### src/rtl/phase_counter.sv
// Reloadable down-counter timing the HIGH and LOW phases.
// zero_o is high while the loaded phase is in its final cycle.
module phase_counter #(
  parameter int W = 16
) (
  input  logic         clk,
  input  logic         rst,
  input  logic         load_i,
  input  logic [W-1:0] load_val_i,
  output logic         zero_o
);
  logic [W-1:0] count_q;

  // Load has priority; otherwise count down and park at zero.
  always_ff @(posedge clk) begin
    if (rst) begin
      count_q <= '0;
    end else if (load_i) begin
      count_q <= load_val_i;
    end else if (count_q != '0) begin
      count_q <= count_q - W'(1);
    end
  end

  assign zero_o = (count_q == '0);
endmodule

### config.mk
export PLATFORM = sky130hd
export DESIGN_NAME = phase_counter
export DESIGN_NICKNAME = d
export VERILOG_FILES = /design/src/rtl/phase_counter.sv
export SDC_FILE = /design/constraint.sdc
export NUM_CORES = 1
export LEC_CHECK = 0
export ABC_AREA = 1
export CORE_MARGIN = 5
export CORE_UTILIZATION = 46
export DETAILED_ROUTE_END_ITERATION = 16
export GPL_ROUTABILITY_DRIVEN = 0
export GPL_TIMING_DRIVEN = 0
export PLACE_DENSITY = 0.68
export SLEW_MARGIN = 20
export SYNTH_ARGS = -nofsm -noshare
export SYNTH_HDL_FRONTEND = slang
export SYNTH_SLANG_ARGS = --single-unit
### constraint.sdc
create_clock -name clk -period 4 [get_ports clk]
set_input_delay 0.8 -clock clk [delete_from_list [all_inputs] [get_ports clk]]
set_output_delay 0.8 -clock clk [all_outputs]
set_load 0.01 [all_outputs]
==> run metrics <==
CTS resizes=0; post-synthesis async set-or-reset flop share=0%; clock buffer depth=2; mapped cell area=1110 µm²; top area cells in the synthesized netlist=dfxtp_1 (29%), nand2_1 (20%), nor2_1 (12%), inv_1 (6.1%), nand3_1 (5.4%); fillers=232; number of buffers inserted by hold repair at cts=0; initial antenna violation count=0; setup_tns=0 ns; Worst Path Arrival=2.02 ns; DRT iter0 DRCs=35; Post-CTS Repair Setup Buffers=0; HPWL Detailed=2.04 mm; max cap viols=0; peak supply drop=223 µV; CTS tree=done; drt drc=0; Layout Area Growth over Synthesis=23.5%; Skew-Pair Late Insertion Delay=roughly 0.3 ns; max reg flops=16; first-pass GRT wire length=between 4 and 5 mm; hold crit path type=flop to flop; most flop-heavy register=count_q; capturing element type of the critical path=output pin; number of flops mapped to enable cells by yosys=0; Gate Count Post-Synth=about 180; register area=~320 µm²; pwr dens=about 340 nW/µm²; Largest regs=count_q: 16 flops; largest net degree at the start of global routing=11; relative slew slack=65.7%; FMAX=355 MHz; DR vias=1119; # IOs=20; final worst-path cycle share=70.4%; Synth cell types=25; Avg Cell Area, Syn=6.23 µm²; DRT Pass-1 Iters=4; Least-Margin Pin Slew=0.515 ns; flops & latches, synth=16; # port buffers=19; area leader, netlist=dfxtp_1; post-synth top area share=between 20% and 30%; Static Leakage=0.000674 µW; Overflow after GRT=0; Finish-stage setup viols=0; CP max stage cell=clkdlybuf4s50_1; final WL=2.67 mm; vias per inst=4.87; final antenna-violating net count=0; num rows=17; overall power=474 µW; root buffer cell=clkbuf_4; RSZ-0062 raised after global routing=false; CTS clk-pin slew, worst paths=0.09 ns; Critical Path RT=about 3.2 ns; WL per Instance=11.6 µm; Multi-input gate area=roughly 710 µm²; outcome=finished, final reports clean; most common cell in the netlist=nand2_1; Starting Density=between 40 and 50%; GRT Overall Usage=16.2%; antenna cells=0; layout cells sized above 1=9.41%; CTS Buf Count=3; prevailing post-synth register cell=dfxtp_1; vias in the first global route=1051; core area=2250 µm²; synthesized net count=just under 200; Final Critical Period=2.82 ns; die width=59.2 µm; final hold vios=0; worst path cell trace=inv_1, ha_1, nand2_4, nor2_8, nand4_4, inv_2, clkdlybuf4s50_1; critical path class=flop to output pin; deepest level of the CTS H-tree=1; Post-synth top cells=nand2_1 (58), nor2_1 (37), inv_1 (18); clock sink count=16; crit path buf inv count=3; Slew Limit Fails=0; CP Launch Type=flop; die area=3510 µm²; YS warnings=0; Final #Nets=223; worst stage delay on the critical path=0.53 ns; Die Ht=59.2 µm; post-route clock skew=0.0107 ns; dominant delay contributor by cell family on the critical path=buffers and inverters; worst-path fanout max=6; sequential fraction of the synthesis area=28.7%
## metrics by stage
stage | util (%) | area (µm²) | instances | hold slack [ns] | setup slack, ns
floorplan | - | 1110 | 179 | 0.488 | 2.12
global placement | 59.4 | 1340 | 226 | 0.524 | 1.51
detailed placement | 59.4 | 1340 | 226 | 0.530 | 1.51
CTS | 61.0 | 1380 | 230 | 0.544 | 1.17
global route | 61.0 | 1380 | 230 | 0.597 | 1.07
finish | 61.0 | 1380 | 230 | 0.541 | 1.18
## layout make-up
| type | instances | area share [%] |
|---|---|---|
| repair buffers | 19 | 13.8 |
| inverters | 19 | 5.18 |
| flip-flops and latches | 16 | 23.3 |
| plain buffers | 4 | 1.18 |
| multi-input cells | 140 | 51.4 |
| well taps | 28 | 2.55 |
| clock buffers | 4 | 2.64 |
## worst reg2reg max path: cells and delay by family, from the launching register on
kind / cells / cell delay, ns
AND/OR/NAND/NOR: 7 / 0.71
buffers and inverters: 1 / 0.10
flip-flops: 1 / 0.36
adder cells (fa/ha/maj): 1 / 0.23
## logic make-up after synthesis
logic type,share of synthesized area [%]
buffers and inverters,7.86
xor gates and xnor gates,6.17
DFF,28.7
and+or+nand+nor,50.7
AOI/OAI and AO/OA,5.39
adders and majority gates,1.12
## routing by layer
| layer | GRT usage [%] | wire length, µm | vias up | share of wire, % |
|---|---|---|---|---|
| met5 | 0 | 0 | - | 0 |
| met4 | 7.77 | 44 | 0 | 1.6 |
| li1 | - | - | 594 | - |
| met3 | 2.18 | 103 | 7 | 3.9 |
| met1 | 19.3 | 1210 | 494 | 45 |
| met2 | 28.2 | 1310 | 24 | 49 |
## cell usage in the layout, fill, tap and decap left out, types with 2 or more instances in the layout
master / netlist / routed
nand2_1: 58 / 58
nor2_1: 37 / 37
clkdlybuf4s50_1: 0 / 19
inv_1: 18 / 18
dfxtp_1: 16 / 16
nand3_1: 12 / 12
o21ai_0: 5 / 5
xnor2_1: 4 / 4
a21oi_1: 4 / 4
nor2_4: 3 / 3
clkbuf_1: 3 / 3
clkbuf_4: 0 / 3
nor2_2: 2 / 2
nand2_4: 2 / 2
xor2_1: 2 / 2
nand4_1: 2 / 2
## path summary, 6_finish.rpt
check / slack [ns] / startpoint / depth (start not counted) / endpoint
worst max register to register: 2.49 / count_q[0] / 9 / count_q[7]
worst min register to register: 0.54 / count_q[1] / 2 / count_q[1]
worst max-delay path: 1.18 / count_q[0] / 7 / zero_o
worst min-delay path: 0.54 / count_q[1] / 2 / count_q[1]
## power breakdown
| part | switching, µW | total [µW] | internal [µW] |
|---|---|---|---|
| Sequential | 16.8 | 191 | 174 |
| Clock | 56.3 | 112 | 55.5 |
| Combinational | 101 | 172 | 71.2 |
Note: power is estimated with default switching activity, not from simulation.
